===== src/rtl/mc_pkg.sv =====
// Shared types and encodings for the multi-cycle MIPS control sequencer.
// MC_JUMP_EN adds the j instruction (JUMP state); otherwise 000010 decodes as illegal.
package mc_pkg;

   localparam int unsigned OPCODE_W = 6;
   localparam int unsigned CNT_W    = 8;

   localparam logic [OPCODE_W-1:0] OP_RTYPE = 6'b000000;
   localparam logic [OPCODE_W-1:0] OP_LW    = 6'b100011;
   localparam logic [OPCODE_W-1:0] OP_SW    = 6'b101011;
   localparam logic [OPCODE_W-1:0] OP_BEQ   = 6'b000100;
   localparam logic [OPCODE_W-1:0] OP_ADDI  = 6'b001000;
   localparam logic [OPCODE_W-1:0] OP_J     = 6'b000010;

   localparam logic [1:0] ALU_ADD   = 2'b00;
   localparam logic [1:0] ALU_SUB   = 2'b01;
   localparam logic [1:0] ALU_FUNCT = 2'b10;

   localparam logic       SRC_A_PC     = 1'b0;
   localparam logic       SRC_A_REG    = 1'b1;
   localparam logic [1:0] SRC_B_REG    = 2'b00;
   localparam logic [1:0] SRC_B_FOUR   = 2'b01;
   localparam logic [1:0] SRC_B_IMM    = 2'b10;
   localparam logic [1:0] SRC_B_IMM_SH = 2'b11;

   localparam logic [1:0] PC_SRC_ALU  = 2'b00;
   localparam logic [1:0] PC_SRC_OUT  = 2'b01;
   localparam logic [1:0] PC_SRC_JUMP = 2'b10;

   typedef enum logic [3:0] {
      S_FETCH, S_DECODE, S_EXEC_R, S_WB_R, S_EXEC_I, S_WB_I, S_MEM_ADDR,
      S_MEM_RD, S_WB_MEM, S_MEM_WR, S_BRANCH, S_JUMP, S_HALT
   } state_e;

   typedef struct packed {
      logic       mem_req;
      logic       iord;
      logic       mem_write;
      logic       pc_write;
      logic       pc_write_cond;
      logic [1:0] pc_source;
      logic       alu_src_a;
      logic [1:0] alu_src_b;
      logic [1:0] alu_op;
      logic       reg_dst;
      logic       mem_to_reg;
      logic       reg_write;
      logic       retire;
   } ctrl_t;

   // Moore control word for each state; HALT and unlisted states drive nothing.
   function automatic ctrl_t state_ctrl(input state_e s);
      ctrl_t c;
      c = '0;
      case (s)
         S_FETCH: begin
            c.mem_req   = 1'b1;
            c.alu_src_a = SRC_A_PC;
            c.alu_src_b = SRC_B_FOUR;
            c.alu_op    = ALU_ADD;
            c.pc_source = PC_SRC_ALU;
         end
         S_DECODE: begin
            c.alu_src_a = SRC_A_PC;
            c.alu_src_b = SRC_B_IMM_SH;
            c.alu_op    = ALU_ADD;
         end
         S_EXEC_R: begin
            c.alu_src_a = SRC_A_REG;
            c.alu_src_b = SRC_B_REG;
            c.alu_op    = ALU_FUNCT;
         end
         S_EXEC_I, S_MEM_ADDR: begin
            c.alu_src_a = SRC_A_REG;
            c.alu_src_b = SRC_B_IMM;
            c.alu_op    = ALU_ADD;
         end
         S_WB_R: begin
            c.reg_dst   = 1'b1;
            c.reg_write = 1'b1;
            c.retire    = 1'b1;
         end
         S_WB_I: begin
            c.reg_write = 1'b1;
            c.retire    = 1'b1;
         end
         S_MEM_RD: begin
            c.mem_req = 1'b1;
            c.iord    = 1'b1;
         end
         S_WB_MEM: begin
            c.mem_to_reg = 1'b1;
            c.reg_write  = 1'b1;
            c.retire     = 1'b1;
         end
         S_MEM_WR: begin
            c.mem_req   = 1'b1;
            c.iord      = 1'b1;
            c.mem_write = 1'b1;
         end
         S_BRANCH: begin
            c.alu_src_a     = SRC_A_REG;
            c.alu_src_b     = SRC_B_REG;
            c.alu_op        = ALU_SUB;
            c.pc_write_cond = 1'b1;
            c.pc_source     = PC_SRC_OUT;
            c.retire        = 1'b1;
         end
`ifdef MC_JUMP_EN
         S_JUMP: begin
            c.pc_write  = 1'b1;
            c.pc_source = PC_SRC_JUMP;
            c.retire    = 1'b1;
         end
`endif
         default: ;
      endcase
      return c;
   endfunction

   // Opcode to first post-decode state; anything unsupported halts.
   function automatic state_e decode_op(input logic [OPCODE_W-1:0] op);
      state_e s;
      case (op)
         OP_RTYPE:     s = S_EXEC_R;
         OP_LW, OP_SW: s = S_MEM_ADDR;
         OP_BEQ:       s = S_BRANCH;
         OP_ADDI:      s = S_EXEC_I;
`ifdef MC_JUMP_EN
         OP_J:         s = S_JUMP;
`endif
         default:      s = S_HALT;
      endcase
      return s;
   endfunction

endpackage


===== src/rtl/mc_wait_timer.sv =====
// Memory-wait watchdog: counts stalled request cycles and flags expiry on the WAIT_MAX-th one.
module mc_wait_timer
   import mc_pkg::*;
#(
   parameter int unsigned WAIT_MAX = 15
) (
   input  logic clk,
   input  logic reset,
   input  logic clr,
   input  logic en,
   output logic expire_c
);

   logic [CNT_W-1:0] cnt_q, cnt_d;

   always_comb begin
      cnt_d = cnt_q;
      if (clr) begin
         cnt_d = '0;
      end else if (en) begin
         cnt_d = cnt_q + CNT_W'(1);
      end
   end

   // Independent of clr so the sequencer can feed state changes back into clr.
   assign expire_c = en && (cnt_q == CNT_W'(WAIT_MAX - 1));

   always_ff @(posedge clk) begin
      if (reset) begin
         cnt_q <= '0;
      end else begin
         cnt_q <= cnt_d;
      end
   end

endmodule


===== src/rtl/mc_sequencer.sv =====
// Multi-cycle MIPS control sequencer with req/ack memory handshake and bus-error watchdog.
// Define MC_JUMP_EN to support the j instruction.
module mc_sequencer
   import mc_pkg::*;
#(
   parameter int unsigned WAIT_MAX = 15,
   parameter int unsigned OP_W     = 6
) (
   input  logic            clk,
   input  logic            reset,
   input  logic [OP_W-1:0] opcode,
   input  logic            zero,
   input  logic            mem_ack,
   output logic            mem_req,
   output logic            iord,
   output logic            mem_write,
   output logic            ir_write,
   output logic            pc_write,
   output logic            pc_write_cond,
   output logic [1:0]      pc_source,
   output logic            alu_src_a,
   output logic [1:0]      alu_src_b,
   output logic [1:0]      alu_op,
   output logic            reg_dst,
   output logic            mem_to_reg,
   output logic            reg_write,
   output logic            retire,
   output logic            illegal,
   output logic            bus_err
);

   state_e state_q, state_d;
   ctrl_t  ctrl_q, ctrl_d, ctrl_c;
   logic   illegal_q, illegal_d;
   logic   bus_err_q, bus_err_d;
   logic   is_store_q, is_store_d;
   logic   ack_v_c, expire_c, fetch_ack_c, store_ack_c;
   logic   zero_unused;

   // The branch decision is made in the datapath from pc_write_cond and zero.
   assign zero_unused = zero;

   // An ack only counts while a request is actually on the bus.
   assign ack_v_c = mem_ack & ctrl_q.mem_req & ~reset;

   mc_wait_timer #(.WAIT_MAX(WAIT_MAX)) u_wait_timer (
      .clk      (clk),
      .reset    (reset),
      .clr      (ack_v_c | (state_d != state_q)),
      .en       (ctrl_q.mem_req & ~ack_v_c),
      .expire_c (expire_c)
   );

   always_comb begin
      state_d    = state_q;
      illegal_d  = illegal_q;
      bus_err_d  = bus_err_q;
      is_store_d = is_store_q;
      unique case (state_q)
         S_FETCH: begin
            if (expire_c) begin
               state_d   = S_HALT;
               bus_err_d = 1'b1;
            end else if (ack_v_c) begin
               state_d = S_DECODE;
            end
         end
         S_DECODE: begin
            state_d    = decode_op(OPCODE_W'(opcode));
            is_store_d = (OPCODE_W'(opcode) == OP_SW);
            if (state_d == S_HALT) illegal_d = 1'b1;
         end
         S_EXEC_R:   state_d = S_WB_R;
         S_EXEC_I:   state_d = S_WB_I;
         S_MEM_ADDR: state_d = is_store_q ? S_MEM_WR : S_MEM_RD;
         S_MEM_RD, S_MEM_WR: begin
            if (expire_c) begin
               state_d   = S_HALT;
               bus_err_d = 1'b1;
            end else if (ack_v_c) begin
               state_d = (state_q == S_MEM_RD) ? S_WB_MEM : S_FETCH;
            end
         end
         S_WB_R, S_WB_I, S_WB_MEM, S_BRANCH, S_JUMP: state_d = S_FETCH;
         S_HALT:  state_d = S_HALT;
         default: state_d = S_HALT;
      endcase
      ctrl_d = state_ctrl(state_d);
   end

   always_ff @(posedge clk) begin
      if (reset) begin
         state_q    <= S_FETCH;
         ctrl_q     <= '0;
         illegal_q  <= 1'b0;
         bus_err_q  <= 1'b0;
         is_store_q <= 1'b0;
      end else begin
         state_q    <= state_d;
         ctrl_q     <= ctrl_d;
         illegal_q  <= illegal_d;
         bus_err_q  <= bus_err_d;
         is_store_q <= is_store_d;
      end
   end

   // Reset masks everything so an aborted instruction issues no writes in the reset cycle.
   assign ctrl_c      = reset ? '0 : ctrl_q;
   assign fetch_ack_c = (state_q == S_FETCH) && ack_v_c;
   assign store_ack_c = (state_q == S_MEM_WR) && ack_v_c;

   assign mem_req       = ctrl_c.mem_req;
   assign iord          = ctrl_c.iord;
   assign mem_write     = ctrl_c.mem_write;
   assign ir_write      = fetch_ack_c;
   assign pc_write      = ctrl_c.pc_write | fetch_ack_c;
   assign pc_write_cond = ctrl_c.pc_write_cond;
   assign pc_source     = ctrl_c.pc_source;
   assign alu_src_a     = ctrl_c.alu_src_a;
   assign alu_src_b     = ctrl_c.alu_src_b;
   assign alu_op        = ctrl_c.alu_op;
   assign reg_dst       = ctrl_c.reg_dst;
   assign mem_to_reg    = ctrl_c.mem_to_reg;
   assign reg_write     = ctrl_c.reg_write;
   assign retire        = ctrl_c.retire | store_ack_c;
   assign illegal       = illegal_q & ~reset;
   assign bus_err       = bus_err_q & ~reset;

endmodule


===== config.mk =====
export PLATFORM = sky130hd
export DESIGN_NAME = mc_sequencer
export DESIGN_NICKNAME = d
export VERILOG_FILES = /design/src/rtl/mc_pkg.sv /design/src/rtl/mc_wait_timer.sv /design/src/rtl/mc_sequencer.sv
export SDC_FILE = /design/constraint.sdc
export NUM_CORES = 1
export LEC_CHECK = 0
export CORE_MARGIN = 5
export CORE_UTILIZATION = 25
export DETAILED_ROUTE_END_ITERATION = 8
export SLEW_MARGIN = 20
export SYNTH_ARGS = -nofsm -noshare
export SYNTH_HDL_FRONTEND = slang
export SYNTH_SLANG_ARGS = --single-unit

===== constraint.sdc =====
create_clock -name clk -period 3.3 [get_ports clk]
set_clock_uncertainty 0.1 [all_clocks]
set_input_delay 0.33 -clock clk [delete_from_list [all_inputs] [get_ports clk]]
set_output_delay 0.33 -clock clk [all_outputs]
set_load 0.1 [all_outputs]

==> impl_metrics.tcl <==
set metrics [dict create \
    outcome "complete, no violations" \
    ios 29 \
    p_sw_w 0.000273 \
    required_ps 3420 \
    crit_start "state_q[0]" \
    crit_chain "nor4b_1, o21ai_0, o211ai_1, o211ai_2, a21oi_1" \
    place_congestion 0.817 \
    die_h_microns 88.9 \
    multi_input_area_sq_um 925 \
    yosysTopAreaCell "dfxtp_1" \
    setup_viol 0 \
    synth_area_leaders "dfxtp_1, nor2b_1, a21oi_1" \
    period_needed_ps 2490 \
    hold_class "reg2reg" \
    antenna_found_initial 0 \
    viasPerCell 4.93 \
    num_rows 28 \
    synth_seq_cells 28 \
    via_count 1389 \
    portBuffers 26 \
    grt_overflow 0 \
    critPathMaxStageDelay_ps 580 \
    endpoint "u_wait_timer.cnt_q[3]" \
    hold_buffers 0 \
    synth_ff_type "dfxtp_1" \
    worstSetupPathType "reg2reg" \
    firstDrtPassIters 4 \
    fin_hold_ws_ps 371 \
    grt_first_pass_wirelength_microns 6040 \
    clk_pin_slew_ps 100 \
    wl_per_cell_microns 12.7 \
    rsz0062_at_grt "no" \
    worstMarginPinSlew_ps 632 \
    die-area_sq_um 7900 \
    cpMaxStageDelayCell "nor4b_1" \
    clockBufferDepth 2 \
    wl_met2_microns 1660 \
    fin_crit_sh_pct 75.5 \
    start_kind "flip-flop" \
    p_seq_share_pct 43.9 \
    cts_tree "done" \
    relSlewSlack_pct 57.3 \
    worstPathMaxFanout 12 \
    worst_ep_arrival_time_ps 2610 \
    synthArstFlopShare_pct 0 \
    syn_nets 199 \
    dr_wl_met3_microns 251 \
    reg2regPathDepth 5 \
    synth_enable_flop_cells 0 \
    cts.sinks 28 \
    ant_nets 0 \
    grt_pass1_vias 1279 \
    pwr-share-clk_pct 32.2 \
    core_area_sq_um 5990 \
    post_cts_buffers 0 \
    yosys.area.top_type_share_pct 36.0 \
    finalWirelength_microns 3570 \
    fmax_mhz 402 \
    cts-resized-gates 0 \
    cts_max_level 1 \
    grt_start_max_net_pins 31 \
    syn_area_sq_um 1560 \
    finish.utilization_pct 32.2 \
    hpwl_microns 2650 \
    fill_cells 627 \
    comb_power_share_pct 23.9 \
    synth.most_common_cell "dfxtp_1" \
    intPower_w 0.000583 \
    drt-met1-wl_microns 1640 \
    r2r_end "u_wait_timer.cnt_q[3]" \
    syn_area_per_cell_sq_um 8.32 \
    finalMaxSlewViolations 0 \
    ys_warn_count 0 \
    finalSetupTns_ps 0 \
    dr.first_iter.drc_count 184 \
    ir_drop_mv 0.205 \
    power_density_nw_per_um2 444 \
    clk_latency_ps 280 \
    final_net_count 220 \
    grt_use_total_pct 9.60 \
    max_cap_viol_count 0 \
    switching_share_pct 31.8 \
    ff2ff_setup_slack_ps 810 \
    regArea_sq_um 561 \
    synth_cells 187 \
    highest_layer "met4" \
    root_buffer "clkbuf_8" \
    seq_area_frac_synth_pct 36.0 \
    synthDistinctLibCells 48 \
    leakagePower_nw 0.723 \
    r2r_start "state_q[0]" \
    synth_commonest_cells "dfxtp_1, a21oi_1, nor2_1, nand2_1, nor2b_1" \
    finalHoldViolCount 0 \
    end_kind "flip-flop" \
    drive_gt1_share_pct 14.5 \
    die_w_microns 88.9 \
    diodes 0 \
    area_growth_pct 24.0 \
    drcViolationCount 0 \
    cts_buffers 3 \
    floorplan.initialDensity_pct 26.0 \
]
## final cells by class
type	instances	area share, %
Clock buffer	3	2.14
Clock inverter	1	1.56
Inverter	5	0.973
Multi-Input combinational cell	143	47.9
Sequential cell	28	29.1
Tap cell	75	4.86
Timing Repair Buffer	27	13.5
## state kept, by name, indices dropped and copies added, names as in the netlist
register,count
state_q,4
is_store_q,1
ctrl_q,13
bus_err_q,1
u_wait_timer.cnt_q,8
illegal_q,1
## layer usage
layer / global-route usage (%) / up-vias
met4: 2.34 / 0
met5: 0 / -
met2: 16.0 / 44
met3: 2.86 / 4
met1: 12.2 / 624
li1: - / 717
## cell families (layout without fill, tap and decap cells)
group | after synthesis | in the layout | share of synthesized area [%]
buf+inv | 16 | 36 | 4.58
simple gates | 89 | 89 | 33.1
fa+ha+maj | 2 | 2 | 1.61
other cells | 1 | 1 | 0.241
xor+xnor | 7 | 7 | 3.94
flops | 28 | 28 | 36.0
mux | 1 | 1 | 0.723
compound gates | 43 | 43 | 19.8
## how the worst min path moves through the flow
stage / end / slack [ps] / start / depth (start not counted)
after floorplan: illegal_q / 330 / illegal_q / 2
after global placement: bus_err_q / 340 / bus_err_q / 2
after detailed placement: illegal_q / 350 / illegal_q / 2
after CTS: illegal_q / 380 / illegal_q / 2
after global routing: illegal_q / 410 / illegal_q / 2
final: bus_err_q / 370 / bus_err_q / 2
## per-stage QoR
step | std cells | cell area (sq um) | setup slack [ps] | power (W)
final | 282 | 1930 | 810 | 0.000856
after global routing | 282 | 1930 | 565 | 0.000897
after CTS | 282 | 1930 | 824 | 0.000864
after detailed placement | 278 | 1860 | 637 | 0.000588
after global placement | 278 | 1860 | 628 | 0.000586
after floorplan | 187 | 1560 | 274 | 0.000535
## worst max-delay path, delay by kind of cell, from the launching register on
kind,cells,cell delay [ps]
AO/OA/AOI/OAI,4,1200
flip-flops,1,530
AND/OR/NAND/NOR,1,580
## cells in the final DEF (no fill, tap or decap), types with 3 or more instances in the layout
master           netlist  final
a21oi_1               15     15
and3_1                 5      5
buf_12                 0      3
buf_4                  3     16
clkbuf_8               0      3
clkdlybuf4s50_1        0      8
dfxtp_1               28     28
inv_1                  5      5
nand2_1               14     14
nand3_1                9      9
nand3b_1               3      3
nand4b_1               3      3
nor2_1                15     15
nor2b_1               14     14
nor3_1                 4      4
nor3b_1                3      3
o211ai_1               6      6
o21ai_0                6      6
or3_1                  3      3
xnor2_1                4      4
xor2_1                 3      3
## power groups by stage
stage               Clock (W)  Sequential, W  Combinational, W
finish               0.000275       0.000376          0.000205
global route         0.000298       0.000380          0.000219
CTS                  0.000283       0.000376          0.000205
detailed placement          0       0.000384          0.000204
global placement            0       0.000383          0.000203
floorplan                   0       0.000369          0.000166
(Power assumes the default switching activity.)
